==> config.mk <==
export PLATFORM = sky130hd
export DESIGN_NAME = unpool1
export DESIGN_NICKNAME = d
export VERILOG_FILES = /design/src/rtl/cnn_pkg.sv /design/src/rtl/unpool_linebuf.sv /design/src/rtl/unpool1.sv
export SDC_FILE = /design/constraint.sdc
export NUM_CORES = 1
export LEC_CHECK = 0
export CORE_MARGIN = 2
export CORE_UTILIZATION = 40
export CTS_BUF_LIST = sky130_fd_sc_hd__clkbuf_8
export CTS_CLUSTER_DIAMETER = 50
export DETAILED_ROUTE_END_ITERATION = 6
export PLACE_DENSITY = 0.56
export SYNTH_ARGS = -nofsm -noshare
export SYNTH_HDL_FRONTEND = slang
export SYNTH_SLANG_ARGS = --single-unit
==> constraint.sdc <==
create_clock -name clk -period 3.7 [get_ports clk]
set_input_delay 0.74 -clock clk [delete_from_list [all_inputs] [get_ports clk]]
set_output_delay 0.74 -clock clk [all_outputs]
set_load 0.1 [all_outputs]
==> src/rtl/cnn_pkg.sv <==
// Shared CNN datapath definitions: default widths, per-layer feature-map
// sizes, the up-sampler row-state type and small sizing helpers.
package cnn_pkg;

  localparam int unsigned CNN_BW          = 16;
  localparam int unsigned UNPOOL1_IF_SIZE = 28;

  // Live row (pixels arriving) versus replay row (pixels read back).
  typedef enum logic {
    ROW_A,
    ROW_B
  } unpool_state_e;

  // Edge length of the pooled map feeding an up-sampler of output edge if_size.
  function automatic int unsigned pooled_edge(input int unsigned if_size);
    return if_size / 2;
  endfunction

  // Counter width able to hold 0..n-1, never narrower than one bit.
  function automatic int unsigned cnt_width(input int unsigned n);
    return (n > 1) ? $clog2(n) : 1;
  endfunction

endpackage

==> src/rtl/unpool_linebuf.sv <==
// One pooled row of pixels: single write port, asynchronous read port.
// Contents are never cleared; every entry is written before it is read.
module unpool_linebuf
  import cnn_pkg::*;
#(
  parameter int unsigned BW    = CNN_BW,
  parameter int unsigned DEPTH = 14,
  parameter int unsigned AW    = cnt_width(DEPTH)
) (
  input  logic                 clk,
  input  logic                 we_i,
  input  logic [AW-1:0]        waddr_i,
  input  logic signed [BW-1:0] wdata_i,
  input  logic [AW-1:0]        raddr_i,
  output logic signed [BW-1:0] rdata_o
);

  logic signed [BW-1:0] mem_q [DEPTH];

  // Capture the live-row pixel at its column.
  always_ff @(posedge clk) begin
    if (we_i) mem_q[waddr_i] <= wdata_i;
  end

  // Replay read of the addressed column.
  always_comb begin
    rdata_o = mem_q[raddr_i];
  end

endmodule

==> src/rtl/unpool1.sv <==
// 2x2 nearest-neighbour up-sampler. Each pooled pixel is emitted twice on
// the live row and stored; the stored row is then replayed twice per pixel.
module unpool1
  import cnn_pkg::*;
#(
  parameter int unsigned BW      = CNN_BW,
  parameter int unsigned P_SIZE  = 2,
  parameter int unsigned IF_SIZE = UNPOOL1_IF_SIZE
) (
  input  logic                 clk,
  input  logic                 rst,
  input  logic signed [BW-1:0] i_data,
  input  logic                 i_valid,
  output logic                 o_ready,
  output logic signed [BW-1:0] o_data,
  output logic                 o_valid,
  input  logic                 i_ready,
  output logic                 o_end
);

  localparam int unsigned PW = pooled_edge(IF_SIZE);
  localparam int unsigned CW = cnt_width(PW);
  localparam logic [CW-1:0] LAST = CW'(PW - 1);

  if (P_SIZE != 2 || (IF_SIZE % 2) != 0 || IF_SIZE < 2) begin : g_bad_params
    $error("unpool1: P_SIZE must be 2 and IF_SIZE even and >= 2");
  end

  unpool_state_e        state_q, state_d;
  logic                 ph_q, ph_d;
  logic [CW-1:0]        col_q, col_d;
  logic [CW-1:0]        row_q, row_d;
  logic signed [BW-1:0] odata_q, odata_d;
  logic signed [BW-1:0] rpix_q, rpix_d;
  logic                 ovalid_q, ovalid_d;
  logic                 oend_q, oend_d;
  logic                 last_q, last_d;
  logic                 adv;
  logic                 lb_we;
  logic signed [BW-1:0] lb_rdata;

  unpool_linebuf #(
    .BW    (BW),
    .DEPTH (PW),
    .AW    (CW)
  ) u_linebuf (
    .clk     (clk),
    .we_i    (lb_we),
    .waddr_i (col_q),
    .wdata_i (i_data),
    .raddr_i (col_q),
    .rdata_o (lb_rdata)
  );

  assign adv = !ovalid_q || i_ready;

  // Next-state, output register load and input handshake.
  // o_end needs the final pixel actually transferred, so the final replay beat
  // only arms last_q; the pulse follows the handshake that drains it.
  always_comb begin
    state_d  = state_q;
    ph_d     = ph_q;
    col_d    = col_q;
    row_d    = row_q;
    odata_d  = odata_q;
    rpix_d   = rpix_q;
    ovalid_d = ovalid_q;
    oend_d   = ovalid_q && i_ready && last_q;
    last_d   = last_q && !(ovalid_q && i_ready);
    lb_we    = 1'b0;
    o_ready  = 1'b0;
    unique case (state_q)
      ROW_A: begin
        if (!ph_q) begin
          o_ready = adv && !rst;
          if (i_valid && adv) begin
            odata_d  = i_data;
            ovalid_d = 1'b1;
            rpix_d   = i_data;
            lb_we    = 1'b1;
            ph_d     = 1'b1;
          end else if (adv) begin
            ovalid_d = 1'b0;
          end
        end else if (adv) begin
          odata_d  = rpix_q;
          ovalid_d = 1'b1;
          ph_d     = 1'b0;
          if (col_q == LAST) begin
            col_d   = '0;
            state_d = ROW_B;
          end else begin
            col_d = col_q + CW'(1);
          end
        end
      end
      ROW_B: begin
        if (adv) begin
          odata_d  = lb_rdata;
          ovalid_d = 1'b1;
          ph_d     = !ph_q;
          if (ph_q) begin
            if (col_q == LAST) begin
              col_d   = '0;
              state_d = ROW_A;
              if (row_q == LAST) begin
                row_d  = '0;
                last_d = 1'b1;
              end else begin
                row_d = row_q + CW'(1);
              end
            end else begin
              col_d = col_q + CW'(1);
            end
          end
        end
      end
      default: state_d = ROW_A;
    endcase
  end

  // State, counters and output register with asynchronous reset.
  always_ff @(posedge clk or posedge rst) begin
    if (rst) begin
      state_q  <= ROW_A;
      ph_q     <= 1'b0;
      col_q    <= '0;
      row_q    <= '0;
      odata_q  <= '0;
      rpix_q   <= '0;
      ovalid_q <= 1'b0;
      oend_q   <= 1'b0;
      last_q   <= 1'b0;
    end else begin
      state_q  <= state_d;
      ph_q     <= ph_d;
      col_q    <= col_d;
      row_q    <= row_d;
      odata_q  <= odata_d;
      rpix_q   <= rpix_d;
      ovalid_q <= ovalid_d;
      oend_q   <= oend_d;
      last_q   <= last_d;
    end
  end

  assign o_data  = odata_q;
  assign o_valid = ovalid_q;
  assign o_end   = oend_q;

endmodule

==> Word level (Yosys, flattened, before mapping) <==
Memory sizes are Yosys's and may differ from the RTL's.
Cells that the tools add are included.
W data, S select, Z words.
{ "classes": {"add_sub_neg": 2, "eq_ne": 9, "mux": 40, "bitwise": 2, "reduce_logical": 14} }
{ "op_table": {"columns": ["operator", "count"], "rows": [
  ["$mux W16", 4],
  ["$pmux W16 S2", 1],
  ["$mux W1", 25],
  ["$mux W4", 6],
  ["$add A4 B1 Y4 const B", 2],
  ["$eq A4 B4 Y1 const B", 2],
  ["$pmux W4 S2", 1],
  ["$reduce_and A4 Y1", 2],
  ["$ne A3 B3 Y1 const B", 2],
  ["$pmux W1 S2", 3],
  ["$reduce_and A3 Y1", 2],
  ["$logic_and A1 B1 Y1", 5],
  ["$logic_not A1 Y1", 4],
  ["$ne A2 B1 Y1 const B", 2],
  ["$ne A2 B2 Y1 const B", 2],
  ["$ne A4 B4 Y1 const B", 1],
  ["$not A1 Y1", 2],
  ["$logic_or A1 B1 Y1", 1]
]} }
{ "word_totals": {"reg_bits": 45, "ram_bits": 224, "input_bits": 20, "output_inout_bits": 19, "wordCells": 77, "memories": 1} }
{ "memory_table": {"columns": ["name", "depth", "width", "read_ports", "rd_ports_with_merged_regs", "wr", "line_no", "rtl"], "rows": [
  ["u_linebuf.mem_q", 14, 16, 1, 0, 1, "unpool_linebuf.sv:18", "logic signed [BW-1:0] mem_q [DEPTH];"]
]} }

==> Longest topological paths before layout <==
{ "logic_depth": {"word_depth": 8, "depth_mapped": 8, "depth_no_buf": 4} }

==> Hierarchy <==
Synthesis repeated with hierarchy kept, for this count alone.
{ "hier_totals": {"cells_unflattened": 580, "area_unflattened_um2": 10734.0} }
{ "modules_own_cells": {"columns": ["module", "n_inst", "cells_each", "area_each_um2", "seq_area_each_um2"], "rows": [
  ["unpool_linebuf", 1, 379, 8600.7, 6726.5],
  ["unpool1", 1, 201, 2133.3, 1126.1]
]} }

==> Least setup slack after synthesis <==
Ideal clock, no wire load.
{ "synth_path": {"kind": "register -> register", "startpoint": "register ovalid_q (netlist: o_valid)", "endpoint": "memory u_linebuf.mem_q[12][0] (netlist name), enable pin", "setup_ns": 0.430, "t_arrival_ns": 2.966, "required_time_ns": 3.270, "slack_ns": 0.304, "stages_incl_launch_ff": 5, "path_buffers": 1, "period_less_slack_ns": 3.396, "cell_sequence": "dfrtp_1 > nand2b_1 > nand3_1 > buf_2 > nor4_1"} }
{ "synth_between": {"elab_chain_cells": 8} }
{ "synth_rtl": {"columns": ["item", "line_no", "rtl"], "rows": [
  ["from (decl)", "unpool1.sv:35", "logic ovalid_q, ovalid_d;"],
  ["from (signal assigned)", "unpool1.sv:141", "ovalid_q <= ovalid_d;"],
  ["$logic_not A1 Y1", "unpool1.sv:55", "assign adv = !ovalid_q || i_ready;"],
  ["$logic_or A1 B1 Y1", "unpool1.sv:55", null],
  ["$logic_and A1 B1 Y1", "unpool1.sv:76", "if (i_valid && adv) begin"],
  ["$mux W1", "unpool1.sv:76", null],
  ["$mux W1", "unpool1.sv:74", "if (!ph_q) begin"],
  ["$mux W1", "unpool1.sv:72", "unique case (state_q)"],
  ["$mux W1", "unpool_linebuf.sv:22", "if (we_i) mem_q[waddr_i] <= wdata_i;"],
  ["$mux W1 (implied by the code)", "unpool_linebuf.sv:22", null],
  ["to (decl)", "unpool_linebuf.sv:18", null]
]} }
No other way between the ends.

==> Worst setup path after layout <==
{ "layout_path": {"startpoint": "input port i_ready", "endpoint": "memory u_linebuf.mem_q[7][4] (netlist name), enable pin"} }
{ "layout_between": {"elab_chain_cells": 7} }
{ "layout_rtl": {"columns": ["item", "line_no", "rtl"], "rows": [
  ["from (decl)", "unpool1.sv:17", "input logic i_ready,"],
  ["$logic_or A1 B1 Y1", "unpool1.sv:55", null],
  ["$logic_and A1 B1 Y1", "unpool1.sv:76", null],
  ["$mux W1", "unpool1.sv:76", null],
  ["$mux W1", "unpool1.sv:74", null],
  ["$mux W1", "unpool1.sv:72", null],
  ["$mux W1", "unpool_linebuf.sv:22", null],
  ["$mux W1 (implied by the code)", "unpool_linebuf.sv:22", null]
]} }
No other way between the ends.

==> flow_metrics.env <==
export IMPL_status="finished clean"
export IMPL_start_kind="primary input"
export IMPL_numPortBuffers=38
export IMPL_grt_max_degree=50
export IMPL_layout_drive_gt1_share_pct=20.6
export IMPL_hold_viol=0
export IMPL_synth_edf_count=224
export IMPL_vias=5942
export IMPL_die_w_um=168
export IMPL_worst_path_buf_inv=2
export IMPL_seq_power_share_pct=41.8
export IMPL_area_growth_syn_to_layout_pct=16.3
export IMPL_htreeDepth=2
export IMPL_critPathMaxStageDelay_ns=0.62
export IMPL_ir_drop_v=0.000461
export IMPL_crit_path_max_fanout=10
export IMPL_final_net_count=727
export IMPL_setup_viol=0
export IMPL_slew_headroom_pct=30.0
export IMPL_wl_met3_um=1100
export IMPL_pwr_share_clk_pct=26.2
export IMPL_initial_core_util_pct=40.4
export IMPL_viasPerCell=5.48
export IMPL_avgSynthCellArea_um2=17.4
export IMPL_power_w=0.00947
export IMPL_async_reset_ff_share_pct=16.7
export IMPL_hold_buffers=0
export IMPL_rsz0062_at_grt="no"
export IMPL_synth_distinct_cells=49
export IMPL_cp_slowest_cell="or3b_2"
export IMPL_grt_antenna_before_repair=0
export IMPL_worstSkewPairLatency_ns=0.53
export IMPL_io_pin_count=39
export IMPL_highest_layer="met4"
export IMPL_postSynthCellCount=622
export IMPL_postCtsSetupRepairBufs=0
export IMPL_ys_seq_elements=269
export IMPL_cts_resized=0
export IMPL_design_core_area_um2=26700
export IMPL_cts_buffers_inserted=46
export IMPL_synth_cell_area_um2=10800
export IMPL_rows=60
export IMPL_worstSetupEndpointType="flop"
export IMPL_p_switching_w=0.00340
export IMPL_clockRootBuffer="clkbuf_8"
export IMPL_fp_dieH_um=168
export IMPL_grt_overflow=0
export IMPL_fill_cells=2275
export IMPL_drv_cap=0
export IMPL_tightest_slew_ns=1.05
export IMPL_crit_family="simple AND/OR/NAND/NOR gates"
export IMPL_crit_type="in -> reg"
export IMPL_diodes=0
export IMPL_cts_tree="yes"
export IMPL_fmax_ghz=0.350
export IMPL_fin_crit_sh_pct=77.1
export IMPL_netlist_area_leader_share_pct=62.3
export IMPL_worstPathRequired_ns=3.92
export IMPL_grtUsageTotal_pct=17.8
export IMPL_fin_crit_ns=2.85
export IMPL_synth_common_cells="224 x edfxtp_1, 63 x mux2i_1, 45 x dfrtp_1"
export IMPL_p_comb_share_pct=31.9
export IMPL_yosys_warnings=0
export IMPL_synthTopCellsByArea="edfxtp_1 62%, dfrtp_1 10%, mux2i_1 5.8%, mux4_2 2.9%, mux2_2 2.6%"
export IMPL_clock_skew_ns=0.0215
export IMPL_clkTransAtPathRegs_ns=0.06
export IMPL_place_congestion=0.794
export IMPL_drv_slew=0
export IMPL_wl_um=24500
export IMPL_yosysMostFrequentCell="edfxtp_1"
export IMPL_grt_pass1_wl_um=37900
export IMPL_dieArea_um2=28300
export IMPL_power_density_nw_per_um2=754
export IMPL_crit_chain="clkdlybuf4s50_1 > nand2b_1 > nand3_1 > or3b_2 > nor2_2 > buf_4"
export IMPL_fin_tns_setup_ns=0
export IMPL_crit_arrival_ns=3.08
export IMPL_synth_top_cell_by_area="edfxtp_1"
export IMPL_first_global_vias=6293
export IMPL_dp_final_hpwl_um=15500
export IMPL_clockBufferDepth=3
export IMPL_drt_first_pass_iters=5
export IMPL_syn_num_nets=642
export IMPL_antenna_left=0
export IMPL_wl_per_cell_um=22.6
export IMPL_total_leakage_power_nw=4.40
export IMPL_synthFlopType="edfxtp_1"
export IMPL_register_area_um2=7860
export IMPL_drc=0
export IMPL_intPower_w=0.00607
export IMPL_swShare_pct=35.9
export IMPL_met2_wirelength_um=11900
export IMPL_hp_class="reg -> reg"
export IMPL_cts_sinks=269
export IMPL_seq_area_frac_synth_pct=72.7
export IMPL_first_iter_violations=447
export IMPL_multi_input_area_um2=2730
export IMPL_drt_met1_wl_um=11000
==> power by group through the flow <==
stage / Combinational [W] / Sequential, W / Clock, W
after floorplan: 0.00179 / 0.00444 / 0
after global placement: 0.00302 / 0.00402 / 0
after detailed placement: 0.00304 / 0.00403 / 0
after CTS: 0.00305 / 0.00398 / 0.00255
after global routing: 0.00321 / 0.00402 / 0.00270
final: 0.00302 / 0.00396 / 0.00249
==> logic make-up after synthesis <==
family / synth area share, %
xor gates and xnor gates: 0.243
and+or+nand+nor: 5.74
DFF: 72.7
buffers and inverters: 2.41
AOI/OAI and AO/OA: 5.23
muxes: 13.7
==> worst register-to-register path: cells and delay by family (launching register included) <==
family / cells / cell delay [ns]
AO/OA/AOI/OAI: 2 / 0.30
buffers and inverters: 1 / 0.45
flip-flops: 1 / 0.98
multiplexers: 1 / 0.30
AND/OR/NAND/NOR: 1 / 0.41
==> final timing paths <==
path	slack [ns]	startpoint	cells past startpoint	to
worst max-delay path	0.85	i_ready	6	u_linebuf.mem_q[7][4]
worst min-delay path	0.49	last_q	2	last_q
worst max register to register	1.12	col_q[0]	5	o_data[12]
worst min register to register	0.49	last_q	2	last_q
max in group asynchronous	2.49	rst	3	col_q[0]
min in group asynchronous	0.72	rst	3	col_q[2]
==> layer usage <==
layer / global-route usage, % / vias up
met5: 0 / -
met1: 24.4 / 3103
met2: 29.1 / 146
met3: 3.27 / 38
met4: 5.51 / 0
li1: - / 2655
==> per-stage QoR <==
stage / instance area [µm²] / cells / hold WS, ns / setup WS, ns / utilization [%]
floorplan: 10800 / 622 / 0.441 / 0.304 / -
global placement: 11700 / 1000 / 0.481 / 0.427 / 43.7
detailed placement: 11700 / 1000 / 0.489 / 0.302 / 43.7
CTS: 12600 / 1085 / 0.502 / 0.855 / 47.0
global route: 12600 / 1085 / 0.521 / 0.730 / 47.0
finish: 12600 / 1085 / 0.492 / 0.847 / 47.0
==> final cells by class <==
type,count,area share [%]
Tap cell,341,3.40
Inverter,3,0.0897
Clock buffer,52,5.70
Multi-Input combinational cell,312,21.8
Clock inverter,33,1.24
Timing Repair Buffer,75,5.22
Sequential cell,269,62.6
==> cells in the final DEF (no fill, tap or decap), types with 2 or more instances in the layout <==
| cell | netlist | routed |
|---|---|---|
| edfxtp_1 | 224 | 224 |
| mux2i_1 | 63 | 63 |
| clkbuf_8 | 0 | 52 |
| dfrtp_1 | 45 | 44 |
| buf_4 | 4 | 38 |
| clkdlybuf4s50_1 | 0 | 37 |
| nor2_1 | 36 | 27 |
| mux2_2 | 25 | 25 |
| inv_1 | 3 | 20 |
| nor2b_1 | 18 | 18 |
| o21ai_0 | 16 | 16 |
| mux4_2 | 14 | 14 |
| nor3_1 | 18 | 14 |
| a2111oi_0 | 13 | 13 |
| nand2_1 | 12 | 12 |
| clkinv_1 | 0 | 12 |
| o22ai_1 | 11 | 11 |
| nor4_1 | 12 | 11 |
| a22o_1 | 9 | 9 |
| mux4_1 | 9 | 9 |
| nor2_2 | 0 | 9 |
| a221oi_1 | 5 | 5 |
| a211oi_1 | 5 | 5 |
| nand2b_1 | 4 | 4 |
| o2bb2ai_1 | 4 | 4 |
| o32ai_1 | 4 | 4 |
| nor3_2 | 0 | 4 |
| or3b_2 | 3 | 3 |
| o21ai_1 | 3 | 3 |
| and3_1 | 3 | 3 |
| xnor2_1 | 3 | 3 |
| a31oi_1 | 2 | 2 |
| nand3b_1 | 2 | 2 |
| nand3_1 | 2 | 2 |
| or3_1 | 2 | 2 |
| a21oi_1 | 2 | 2 |
==> flip-flops by register name, indices dropped and copies added, names as in the netlist <==
name and cells:
col_q 4, last_q 1, o_data 16, o_end 1, o_valid 1, ph_q 1, row_q 4, rpix_q 16
state_q 1, u_linebuf.mem_q 224
Power figures use the tool's default switching activity.
